[config.mk]
export PLATFORM = sky130hd
export DESIGN_NAME = lock_mode_controller
export DESIGN_NICKNAME = d
export VERILOG_FILES = /design/src/rtl/lock_mode_controller.sv
export SDC_FILE = /design/constraint.sdc
export NUM_CORES = 1
export LEC_CHECK = 0
export CELL_PAD_IN_SITES_DETAIL_PLACEMENT = 0
export CELL_PAD_IN_SITES_GLOBAL_PLACEMENT = 1
export CORE_UTILIZATION = 40
export DETAILED_ROUTE_END_ITERATION = 16
export HOLD_SLACK_MARGIN = 0.05
export PLACE_DENSITY_LB_ADDON = 0.15
export SLEW_MARGIN = 5
export SYNTH_ARGS = -nofsm -noshare
export SYNTH_HDL_FRONTEND = slang
export SYNTH_SLANG_ARGS = --single-unit
export TNS_END_PERCENT = 5
[constraint.sdc]
create_clock -name clk -period 2.4 [get_ports clk]
set_input_delay 0.24 -clock clk [delete_from_list [all_inputs] [get_ports clk]]
set_output_delay 0.24 -clock clk [all_outputs]
set_load 0.02 [all_outputs]
[src/rtl/lock_mode_controller.sv]
// lock_mode_controller
//   Sequencing FSM for the combination lock: secret-data entry, new-password
//   entry, new-password confirmation display, password entry and unlocked
//   data display, with a wrong-attempt limit and timed lockout.
// Ports:
//   clk, rst_n        clock, asynchronous active-low reset
//   button_enter      debounced level, acts on rising edge
//   button_lock       debounced level, acts on rising edge
//   pass_match        entered password equals stored password
//   state             mode code 0..4 for display mux and entry blocks
//   load_data         one-cycle strobe: latch entered digits as secret data
//   load_pass         one-cycle strobe: latch entered digits as password
//   clear_entry       one-cycle strobe: clear the entry block
//   unlocked          high while state == SHOW_DATA
//   lockout           high while a lockout is running
//   attempts          consecutive wrong passwords
module lock_mode_controller #(
   parameter int unsigned MAX_ATTEMPTS   = 3,
   parameter int unsigned LOCKOUT_CYCLES = 1000,
   parameter int unsigned SHOW_CYCLES    = 100
) (
   input  logic                                  clk,
   input  logic                                  rst_n,
   input  logic                                  button_enter,
   input  logic                                  button_lock,
   input  logic                                  pass_match,
   output logic [2:0]                            state,
   output logic                                  load_data,
   output logic                                  load_pass,
   output logic                                  clear_entry,
   output logic                                  unlocked,
   output logic                                  lockout,
   output logic [$clog2(MAX_ATTEMPTS+1)-1:0]     attempts
);

   localparam int unsigned AW = $clog2(MAX_ATTEMPTS + 1);
   localparam int unsigned SW = $clog2(SHOW_CYCLES);
   localparam int unsigned LW = $clog2(LOCKOUT_CYCLES);

   localparam logic [AW-1:0] MAX_A     = AW'(MAX_ATTEMPTS);
   localparam logic [SW-1:0] SHOW_LOAD = SW'(SHOW_CYCLES - 1);
   localparam logic [LW-1:0] LOCK_LOAD = LW'(LOCKOUT_CYCLES - 1);

   typedef enum logic [2:0] {
      INSERT_DATA    = 3'd0,
      INSERT_NEWPASS = 3'd1,
      SHOW_NEWPASS   = 3'd2,
      INSERT_PASS    = 3'd3,
      SHOW_DATA      = 3'd4
   } state_t;

   state_t          st;
   logic            enter_q;
   logic            lock_q;
   logic [SW-1:0]   show_timer;
   logic [LW-1:0]   lock_timer;
   logic            enter_p;
   logic            lock_p;
   logic [AW-1:0]   attempts_inc;

   assign enter_p      = button_enter & ~enter_q;
   assign lock_p       = button_lock & ~lock_q;
   assign attempts_inc = attempts + 1'b1;
   assign state        = st;

   always_ff @(posedge clk or negedge rst_n) begin
      if (!rst_n) begin
         st          <= INSERT_DATA;
         enter_q     <= 1'b0;
         lock_q      <= 1'b0;
         show_timer  <= '0;
         lock_timer  <= '0;
         load_data   <= 1'b0;
         load_pass   <= 1'b0;
         clear_entry <= 1'b0;
         unlocked    <= 1'b0;
         lockout     <= 1'b0;
         attempts    <= '0;
      end else begin
         enter_q     <= button_enter;
         lock_q      <= button_lock;
         load_data   <= 1'b0;
         load_pass   <= 1'b0;
         clear_entry <= 1'b0;

         case (st)
            INSERT_DATA: begin
               if (enter_p) begin
                  load_data   <= 1'b1;
                  clear_entry <= 1'b1;
                  st          <= INSERT_NEWPASS;
               end
            end

            // No clear here: the new password stays visible during the show.
            INSERT_NEWPASS: begin
               if (enter_p) begin
                  load_pass  <= 1'b1;
                  show_timer <= SHOW_LOAD;
                  st         <= SHOW_NEWPASS;
               end
            end

            SHOW_NEWPASS: begin
               if (show_timer == '0) begin
                  clear_entry <= 1'b1;
                  st          <= INSERT_PASS;
               end else begin
                  show_timer <= show_timer - 1'b1;
               end
            end

            // Lockout can only start and expire here, so its timer lives here.
            INSERT_PASS: begin
               if (lockout) begin
                  if (lock_timer == '0) begin
                     lockout <= 1'b0;
                  end else begin
                     lock_timer <= lock_timer - 1'b1;
                  end
               end else if (enter_p) begin
                  clear_entry <= 1'b1;
                  if (pass_match) begin
                     attempts <= '0;
                     unlocked <= 1'b1;
                     st       <= SHOW_DATA;
                  end else if (attempts_inc == MAX_A) begin
                     lockout    <= 1'b1;
                     lock_timer <= LOCK_LOAD;
                     attempts   <= '0;
                  end else begin
                     attempts <= attempts_inc;
                  end
               end
            end

            SHOW_DATA: begin
               if (lock_p) begin
                  clear_entry <= 1'b1;
                  unlocked    <= 1'b0;
                  st          <= INSERT_PASS;
               end else if (enter_p) begin
                  clear_entry <= 1'b1;
                  unlocked    <= 1'b0;
                  st          <= INSERT_DATA;
               end
            end

            default: begin
               unlocked <= 1'b0;
               st       <= INSERT_DATA;
            end
         endcase
      end
   end

endmodule

==> impl_summary.log <==
[metrics] leakage power: approximately 0.75 nW
[metrics] post-CTS setup buffer count: 0
[metrics] synthesized flop and latch total: 29
[metrics] clock input transition at the sequential cells of the worst setup and hold paths: around 0.070 ns
[metrics] post-synthesis async set-or-reset flop share: 1.00
[metrics] origin of the worst setup path: lock_timer[0]
[metrics] hold crit path type: input pin to asynchronous set/reset pin
[metrics] drt wl/cell: 14.4 um
[metrics] num rows: 22
[metrics] vias post-DR: approximately 1200
[metrics] final critical path time including I/O delays and setup: 2.22 ns
[metrics] drt initial violations: 60
[metrics] DR vias/cell: about 5.5
[metrics] Setup violations, final: 0
[metrics] peak per-stage delay on the critical path: 0.55 ns
[metrics] part of the power in registers: 0.397
[metrics] layout-stage area growth over the synthesis result: 21.0%
[metrics] cell count after synthesis: roughly 150
[metrics] cell chosen for the clock root: sky130_fd_sc_hd__clkbuf_8
[metrics] critical path type: flip-flop to flip-flop
[metrics] max-slew headroom at the worst pin: 0.618
[metrics] share of the clock period used by the worst path: 0.924
[metrics] crit path max-delay cell type: sky130_fd_sc_hd__or4_1
[metrics] via count of the first global-routing pass: between 1000 and 1500
[metrics] clock latency on the worst-skew pair: 0.28 ns
[metrics] length of the first detailed-routing pass in iterations: 4
[metrics] setup repair after global routing missed its margin: no
[metrics] number of max-cap violations: 0
[metrics] sequential cell area fraction in the yosys report: 0.468
[metrics] detailed placer's ending HPWL: ~2200 um
[metrics] Reg2Reg Launch Point: lock_timer[0]
[metrics] Placed Cells: 213
[metrics] global-route track usage on met3: 0.0482
[metrics] synth warn: 0
[metrics] portion of total power attributed to the clock network: 0.231
[metrics] netlist area before placement: 0.00155 mm^2
[metrics] Routed Antenna Nets: 0
[metrics] Max Buffers Root-to-Sink: 2
[metrics] Fin Hold WS: 0.343 ns
[metrics] switching share of total power: 0.365
[metrics] hold buffers post-CTS: 0
[metrics] final instance count without filler cells: between 200 and 250
[metrics] Routability Congestion: around 0.78
[metrics] Global Route met1 Usage: 0.200
[metrics] Max IR drop VDD: around 500 uV
[metrics] Diodes inserted: 0
[metrics] power dissipated by switching net loads: around 0.00083 W
[metrics] die height: 64.3 um
[metrics] power per standard cell area: ~1200 mW/mm^2
[metrics] Chip Width: between 60 and 70 um
[metrics] grt total ovfl: 0
[metrics] floorplan core area: between 0.003 and 0.004 mm^2
[metrics] number of antenna violations at the first check in global routing: 0
[metrics] maximum clock frequency: between 400 and 500 MHz
[metrics] GRT Util Overall: 0.168
[metrics] clock tree from TritonCTS: yes
[metrics] Finished Cell Area: roughly 0.0019 mm^2
[metrics] Post-Synthesis Net Count: 160
[metrics] total of cells resized after clock tree synthesis: 0
[metrics] share of final-layout standard cells stronger than drive strength 1: 0.150
[metrics] number of max-slew violations in the final report: 0
[metrics] number of buffers created by CTS: 5
[metrics] data required time at the worst endpoint: between 2 and 3 ns
[metrics] Tightest Pin Transition: between 0.5 and 0.6 ns
[metrics] gr busiest metal: met2
[metrics] total DRC errors in the routed layout: 0
[metrics] instance area after placement: ~0.0018 mm^2
[metrics] number of sinks handled by clock tree synthesis: 29
[metrics] largest clock skew in the final design: 0.00441 ns
[metrics] critical path cell sequence: inv_1 > ha_1 > or3b_4 > or4_1 > and2_4 > mux2_2
[metrics] part of the power in combinational logic: 0.371
[metrics] global-route wire length before repair: ~5200 um
[metrics] Critical Path AT: approximately 2.4 ns
[metrics] average footprint of a synthesized cell: a little over 10 um^2
[metrics] Final Routed Wirelength: about 3200 um
[metrics] met2 GRT Util: 0.286
[metrics] startpoint types: flip-flop
[metrics] synth unique cells: 53
[metrics] number of nets in the layout: 180
[metrics] starting density of the core: 0.421
[metrics] count of input and output buffers: 14
[metrics] internal power: roughly 0.0015 W
[metrics] largest driver fanout on the critical path: 11
[metrics] Post-Route Setup TNS: 0 ns
[metrics] Core Util, Final: 0.509
[metrics] ports placed on the boundary: 15
[metrics] DIE AREA: approximately 0.0041 mm^2
[metrics] number of enable-type register cells in the synthesized netlist: 0
[metrics] Main synth FF type: sky130_fd_sc_hd__dfrtp_1
[metrics] result of the run: completed
[metrics] Hold Vio Cnt, Final: 0
[metrics] pin count of the biggest net entering global routing: 30
[metrics] depth of the CTS H-tree: 2
[metrics] Worst Setup End Kind: flip-flop
## power by group through the flow
| stage | registers, W | clock network, W | logic [W] |
|---|---|---|---|
| final | 0.000907 | 0.000528 | 0.000848 |
| after global routing | 0.000942 | 0.000563 | 0.000950 |
| after CTS | 0.000905 | 0.000543 | 0.000859 |
| after detailed placement | 0.000908 | 0 | 0.000859 |
| after global placement | 0.000903 | 0 | 0.000839 |
| after floorplan | 0.000896 | 0 | 0.000599 |
## registers in the layout, indices dropped and copies added, names as in the netlist
signal,count
lock_timer,10
show_timer,7
state,3
attempts,2
clear_entry,1
enter_q,1
load_data,1
load_pass,1
lock_q,1
lockout,1
unlocked,1
## worst paths after layout
| kind | end | slack [ns] | depth (start not counted) |
|---|---|---|---|
| max | lock_timer[0] | 0.18 | 6 |
| min | load_pass | 0.34 | 2 |
| max reg2reg | lock_timer[0] | 0.18 | 6 |
| min reg2reg | show_timer[6] | 0.48 | 1 |
| max in group asynchronous | lock_timer[4] | 1.79 | 2 |
| min in group clk | lock_q | 0.42 | 1 |
## metrics by stage
step | total power (W) | setup WS (ns)
after global routing | 0.00245 | 0.0218
final | 0.00228 | 0.183
after global placement | 0.00174 | 0.258
after floorplan | 0.00149 | 0.151
after detailed placement | 0.00177 | 0.203
after CTS | 0.00231 | 0.191
## synth_stat cells (2+ instances only)
library cell	n	area share
sky130_fd_sc_hd__dfrtp_1	29	0.47
sky130_fd_sc_hd__nor2_1	12	0.029
sky130_fd_sc_hd__nor3_1	10	0.032
sky130_fd_sc_hd__inv_1	9	0.022
sky130_fd_sc_hd__a21oi_1	6	0.019
sky130_fd_sc_hd__nand2_1	5	0.012
sky130_fd_sc_hd__nand4_1	5	0.020
sky130_fd_sc_hd__clkbuf_1	4	0.0097
sky130_fd_sc_hd__mux2i_1	4	0.026
sky130_fd_sc_hd__nand2b_1	4	0.016
sky130_fd_sc_hd__nand3_1	4	0.013
sky130_fd_sc_hd__nor2b_1	4	0.016
sky130_fd_sc_hd__a211oi_1	3	0.015
sky130_fd_sc_hd__ha_1	3	0.024
sky130_fd_sc_hd__mux2_2	3	0.022
sky130_fd_sc_hd__a2bb2oi_1	2	0.011
sky130_fd_sc_hd__a41oi_1	2	0.011
sky130_fd_sc_hd__and2_1	2	0.0081
sky130_fd_sc_hd__o221ai_1	2	0.011
sky130_fd_sc_hd__o31ai_1	2	0.0097
sky130_fd_sc_hd__or2_2	2	0.0081
sky130_fd_sc_hd__or4_1	2	0.0097
sky130_fd_sc_hd__xnor2_1	2	0.011
sky130_fd_sc_hd__xor2_1	2	0.011
## critical path, delay by kind of cell (launching register included)
family / cells / cell delay [ns]
DFF: 1 / 0.42
adders and majority gates: 1 / 0.16
and+or+nand+nor: 3 / 1.18
buffers and inverters: 1 / 0.07
muxes: 1 / 0.27
## layer usage
layer	up-vias	wire length (um)
li1	603	-
met1	591	1500
met2	10	1600
met3	2	78
met4	0	8
met5	-	0
## kinds of logic after synthesis
family	Yosys count	synth area share
adders and majority gates	3	0.0242
muxes	7	0.0476
xor gates and xnor gates	4	0.0226
DFF	29	0.468
and+or+nand+nor	62	0.231
AOI/OAI and AO/OA	32	0.165
buffers and inverters	15	0.0419
## final cells by class
| class | instances | area (um^2) |
|---|---|---|
| repair buffers | 19 | 178 |
| fillers | 352 | 1810 |
| multi-input cells | 108 | 761 |
| well taps | 48 | 60.1 |
| clock buffers | 6 | 82.6 |
| clock inverters | 2 | 37.5 |
| flip-flops and latches | 29 | 726 |
| inverters | 9 | 33.8 |
## cells in the final DEF, fill, tap and decap left out, types with 2 or more instances in the layout
| cell type | count |
|---|---|
| sky130_fd_sc_hd__a211oi_1 | 3 |
| sky130_fd_sc_hd__a21oi_1 | 6 |
| sky130_fd_sc_hd__a2bb2oi_1 | 2 |
| sky130_fd_sc_hd__a41oi_1 | 2 |
| sky130_fd_sc_hd__and2_1 | 2 |
| sky130_fd_sc_hd__buf_4 | 5 |
| sky130_fd_sc_hd__clkbuf_8 | 6 |
| sky130_fd_sc_hd__clkdlybuf4s50_1 | 14 |
| sky130_fd_sc_hd__dfrtp_1 | 29 |
| sky130_fd_sc_hd__ha_1 | 3 |
| sky130_fd_sc_hd__inv_1 | 9 |
| sky130_fd_sc_hd__mux2_2 | 3 |
| sky130_fd_sc_hd__mux2i_1 | 4 |
| sky130_fd_sc_hd__nand2_1 | 5 |
| sky130_fd_sc_hd__nand2b_1 | 4 |
| sky130_fd_sc_hd__nand3_1 | 4 |
| sky130_fd_sc_hd__nand4_1 | 5 |
| sky130_fd_sc_hd__nor2_1 | 12 |
| sky130_fd_sc_hd__nor2b_1 | 4 |
| sky130_fd_sc_hd__nor3_1 | 10 |
| sky130_fd_sc_hd__o221ai_1 | 2 |
| sky130_fd_sc_hd__o31ai_1 | 2 |
| sky130_fd_sc_hd__or2_2 | 2 |
| sky130_fd_sc_hd__or4_1 | 2 |
| sky130_fd_sc_hd__xnor2_1 | 2 |
| sky130_fd_sc_hd__xor2_1 | 2 |
(Power assumes the default switching activity.)
==> patch 1, RTL diff (same settings) <==
`LOCKOUT_CYCLES`: 1000 -> 4000.
--- a/src/rtl/lock_mode_controller.sv
+++ b/src/rtl/lock_mode_controller.sv
@@ -18,3 +18,3 @@
    parameter int unsigned MAX_ATTEMPTS   = 3,
-   parameter int unsigned LOCKOUT_CYCLES = 1000,
+   parameter int unsigned LOCKOUT_CYCLES = 4000,
    parameter int unsigned SHOW_CYCLES    = 100
Check against the original RTL: no difference found for any inputs over 10 cycles, from zero or initial values and one cycle with rst_n low; that may be too few to reach the edited logic, so the function may still have changed.
==> patch 1 against the original RTL <==
Setup slack gained 95 ps; final area grew 9.5%; critical path depth shrank 2; sequential cell count grew 2; routed wire length grew 14%; power grew 2.4%; area after synthesis grew 13%; critical path type unchanged; largest power group is now combinational cells; highest routed layer unchanged.
==> patch 1: results (changes against the original RTL) <==
The violation count after the first detailed-route iteration came out at 143 (+140%). The fraction of power spent switching nets came to 40.1% (+3.6 points). The total global-route track usage is 18.3% (+1.5 points). The sequential fraction of the synthesis area is 44.2% (-2.6 points).

The wire length of the first global-routing pass came to 6120 um (+17%). The count of non-CTS inverters in the layout came out at 7 (-2). The largest incremental delay on the critical path is 620 ps (+70 ps). The post-synthesis cell type count is 50 (-5.7%). The highest fanout seen on the critical path came out at 9 (-2).

The mean cell area of the mapped netlist came out at 9.91 sq um (-2.9%). The global routing met3 resource utilization came to 5.00% (+0.18 points). The placed cell count came out at 241 (+13%). The number of search-and-repair iterations in the first detailed-routing pass is 4 (unchanged). The number of nets produced by synthesis is 186 (+16%). The proportion of power drawn by the clock network is 18.0% (-5.1 points).

The routability congestion estimate came to 0.862 (+11%). The maximum ir drop on the vdd rail is 0.464 mV (-7.9%). The number of global-route vias before repair is 1342 (+14%). The TritonCTS buffer count is 5 (unchanged). The clock latency on the worst-skew pair came out at 280 ps (about the same).

The non-clock buffer share of cell area is 9.74% (+0.28 points). The arrival time of the worst setup path is 2290 ps (-90 ps). The largest net degree at the start of global routing is 32 (+6.7%). The amount of wire on met2 after detailed routing is 1630 um (+2.1%).

The flip-flop count of the largest register, all copies and words added came to 12 (+2). The fraction of area in registers came to 37.7% (-0.91 points). The pre-CTS worst setup slack is 213 ps (+10.3 ps). The count of flip-flops and latches is 31 (+6.9%).

The clock transition time at the flip-flop clock pins of the worst setup and hold paths is 70 ps (about the same). The multi-input combinational gate total is 131 (+21%). The number of non-filler instances in the completed layout came out at 248 (+12%). The detailed-route wire length on metal 1 is 1830 um (+22%). The worst slew margin relative to its limit came out at 55.4% (-6.4 points). The combinational share of power is 41.9% (+4.8 points).

The cell area after placement is 1970 sq um (+12%). The number of nets in the layout is 207 (+15%). By area the synthesized netlist is led by dfrtp_1 44%, a21oi_1 3.4%, nor2_1 3.4%. The area taken by flip-flops and latches is 776 sq um (+6.9%). The share of final-layout standard cells stronger than drive strength 1 is 13.6% (-1.4 points). The number of vias in the routed layout is 1392 (+15%). The ratio of total power to cell area came to 1140 nW/um^2 (-6.5%). The count of plain and timing-repair buffers in the layout is 22 (+3). The layout clock buffer count came out at 6 (unchanged). The detailed placer's ending HPWL is 2550 um (+16%).

The static leakage came out at 0.844 nW (+12%). The run finished with clean final reports. The proportion of cell area spent on the clock network is 4.26% (-2.1 points). Ranked by instance count, the synthesized netlist is headed by 31 x dfrtp_1, 16 x nor2_1, 12 x a21oi_1, 9 x nand2b_1, 8 x nor3_1.

The met2 routing resource usage after global routing came out at 27.7% (-0.86 points). The sum of routed wire length over all layers is 3620 um (+14%). The total length of routed met3 wires is 102 um (+31%). The total of fill cells in the finished design is 380 (+8.0%). The worst-path cell with the longest stage delay is or4_4. The total area of multi-input combinational cells is 903 sq um (+19%). The worst clock skew is 5.78 ps (+1.37 ps). The met1 usage came out at 24.3% (+4.3 points).
[patch 1: worst max-delay path, delay by kind of cell (launching register included)]
family          cells  cell delay [ps]
flops               1              440
simple gates        3             1270
compound gates      1              310
[patch 1: worst paths after layout]
check | slack [ps] | depth (start not counted) | start | to
worst max-delay path | 280 | 4 | lock_timer[2] | lock_timer[6]
worst min-delay path | 340 | 2 | rst_n | unlocked
worst max register to register | 280 | 4 | lock_timer[2] | lock_timer[6]
worst min register to register | 490 | 1 | state[1] | load_data
max in group asynchronous | 1770 | 2 | rst_n | attempts[0]
min in group clk | 420 | 1 | button_lock | lock_q
[patch 1: logic make-up (layout without fill, tap and decap cells)]
logic type      Yosys count  after routing  synth area share [%]
simple gates             71             71                  23.7
compound gates           49             49                  21.3
flops                    31             31                  44.2
buf+inv                  15             36                  4.28
xor+xnor                  5              5                  2.50
fa+ha+maj                 4              4                  2.85
mux                       2              2                  1.21
==> patch 2, RTL diff (same flow settings) <==
Made on the original files. Make the reset (`rst_n`) synchronous in one clocked block. Comments in the files are not updated.
--- a/src/rtl/lock_mode_controller.sv
+++ b/src/rtl/lock_mode_controller.sv
@@ -65,3 +65,3 @@
 
-   always_ff @(posedge clk or negedge rst_n) begin
+   always_ff @(posedge clk) begin
       if (!rst_n) begin
Behaviour: differs if rst_n is asserted again (counterexample within 4 cycles, from zero or initial values and one cycle with rst_n low); with rst_n held inactive, the same outputs for 10 cycles.
==> patch 2 against the original RTL <==
Cell count rose by 12%; clock skew barely moved; final area fell by 7.1%; area after synthesis fell by 5.4%; critical path depth rose by 1; synthesized cell count rose by 18%; largest cell class unchanged; sequential cell count did not move; routed wire length rose by 2.6%; setup slack improved by 0.97 ps; first-iteration DRC count rose by 47%.
Power is not compared: it rests on default switching activity, and its combinational part moved more than twofold at a synthesized area within 25%.
==> patch 2: results (changes against the original RTL) <==
The flow ran to the end, and the final reports show no timing, DRC or antenna violations. Among cell families on the critical path, the largest total delay comes from simple AND/OR/NAND/NOR gates. The post-CTS setup-driven buffer insertion count is 0 (unchanged).

The number of antenna violations at the first check in global routing is 0 (unchanged). The number of hold-repair buffers added at the cts stage is 0 (unchanged). The TritonCTS buffer count is 5 (unchanged). The largest buffer count on any clock path came out at 2 (unchanged). The worst clock skew came out at 4.13 ps (-0.284 ps). The flip-flop count of the largest register, all copies and words added came out at 10 (unchanged). The violation count after the first detailed-route iteration came out at 88 (+47%). The sequential fraction of the synthesis area came to 39.6% (-7.2 points).

The placed cell count came out at 239 (+12%). The post-synthesis cell type count is 41 (-23%). The number of gates given a new drive strength after cts came to 0 (unchanged).

By area the synthesized netlist is led by dfxtp_1 40%, nor2_1 5.1%, a21oi_1 4.8%. The routability congestion estimate came out at 0.825 (+5.9%). The worst-margin pin slew was 529 ps (-43.2 ps). The highest fanout seen on the critical path is 5 (-6). The number of global-route vias before repair came out at 1312 (+11%). The arrival time of the worst setup path is 2440 ps (+60 ps). The share of final-layout standard cells stronger than drive strength 1 came to 8.96% (-6.1 points). The Yosys warning count came out at 0 (unchanged). The largest net degree at the start of global routing is 17 (-43%).

The wire length per cell came out at 13.2 um (-8.2%). The share of flip-flops with an asynchronous set or reset after synthesis is 0% (-100 points). The wire length of the first global-routing pass came to 5770 um (+10%).

The cell sitting at the root of the clock tree is a clkbuf_4. For this design the static power due to leakage is 0.666 nW. The number of vias in the routed layout is 1372 (+14%).

The clock transition time at the flip-flop clock pins of the worst setup and hold paths came out at 90 ps (+20 ps). The detailed placer's ending HPWL came out at 2380 um (+8.2%). The number of search-and-repair iterations in the first detailed-routing pass is 4 (unchanged). The internal power component is 710 uW. The register ranked first by flip-flop count is lock_timer. The number of nets produced by synthesis came out at 187 (+17%).

Across the VDD grid, the largest voltage drop is 0.324 mV. The count of buffers inserted at the top-level ports came out at 14 (unchanged). The worst-path cell with the longest stage delay is or4_1. Among all flip-flop cells after synthesis, the most frequent one is dfxtp_1. The number of nets in the layout came out at 208 (+16%).

After synthesis, the most frequently instantiated cells are 29 x dfxtp_1, 20 x nor2_1, 14 x a21oi_1, 13 x nand2_1. The min-delay analysis places its worst path in the category in -> reg. The number of pins exceeding their max-slew limit in the final report is 0 (unchanged). The total global-route track usage came out at 18.7% (+1.9 points).

The clock latency on the worst-skew pair came to 320 ps (+40 ps). The number of diodes added for antenna fixing came out at 0 (unchanged). The number of H-tree levels is 2 (unchanged).

The per-cell via count in the routed design was 5.55 (+1.8%). The largest incremental delay on the critical path came to 470 ps (-80 ps). The mean cell area of the mapped netlist came out at 8.20 sq um (-20%).
patch 2: cell count changes in the layout (fill, tap and decap cells not counted), moves of 4 or more:
cell / change
dfrtp_1: -29
dfxtp_1: +29
a21oi_1: +8
nand2_1: +8
nor2_1: +8
o21ai_0: +7
clkbuf_8: -6
a311oi_1: +5
buf_4: +5
clkbuf_4: +5
nand2b_1: +4
nand4_1: -4
nor4_1: +4
patch 2: worst register-to-register path, cell delays in order, from the launching register on:
cell and delay, ps:
dfxtp_1 350, inv_1 70, ha_1 180, or3b_1 370
or4_1 470, and3_1 220, a221o_1 310, and3_1 150
patch 2: cell type report:
| cell class | count | area [sq um] |
|---|---|---|
| inverter | 7 | 26.3 |
| clock buffer | 8 | 48.8 |
| fill | 362 | 1670 |
| multi-input combinational | 133 | 816 |
| tap | 46 | 57.6 |
| sequential | 29 | 581 |
| timing repair buffer | 24 | 215 |
patch 2: cells by family after synthesis:
group	share of synthesized area, %
adder cells (fa/ha/maj)	2.56
multiplexers	0.682
flip-flops	39.6
AO/OA/AOI/OAI	21.1
AND/OR/NAND/NOR	28.3
buffers and inverters	4.86
XOR/XNOR	2.98
patch 2: per-layer routing:
metal / part of all wire, % / global-route usage (%)
met3: 4.9 / 4.93
met5: 0 / 0
met1: 47 / 23.3
met4: 1.6 / 6.40
met2: 47 / 30.8
patch 2: path summary, 6_finish.rpt:
| check | cells past startpoint | slack [ps] | end | startpoint |
|---|---|---|---|---|
| worst max-delay path | 7 | 180 | lock_timer[6] | lock_timer[0] |
| worst min-delay path | 2 | 490 | lock_q | button_lock |
| worst max register to register | 7 | 180 | lock_timer[6] | lock_timer[0] |
| worst min register to register | 2 | 500 | unlocked | unlocked |
patch 2: power groups by stage:
stage,registers (mW),logic [mW],clock network [mW]
finish,0.526,0.195,0.278
global route,0.530,0.220,0.315
CTS,0.526,0.196,0.289
detailed placement,0.538,0.195,0
global placement,0.536,0.193,0
floorplan,0.544,0.126,0
patch 2: metrics by stage:
step / hold WS [ps] / area (sq um) / power, mW / setup WS [ps] / utilization (%)
finish: 487 / 1740 / 1.00 / 184 / 51.1
global route: 505 / 1740 / 1.06 / 57.9 / 51.1
CTS: 482 / 1740 / 1.01 / 165 / 51.1
detailed placement: 486 / 1700 / 0.733 / 196 / 49.6
global placement: 468 / 1700 / 0.729 / 265 / 49.6
floorplan: 362 / 1470 / 0.670 / 76.5 / -
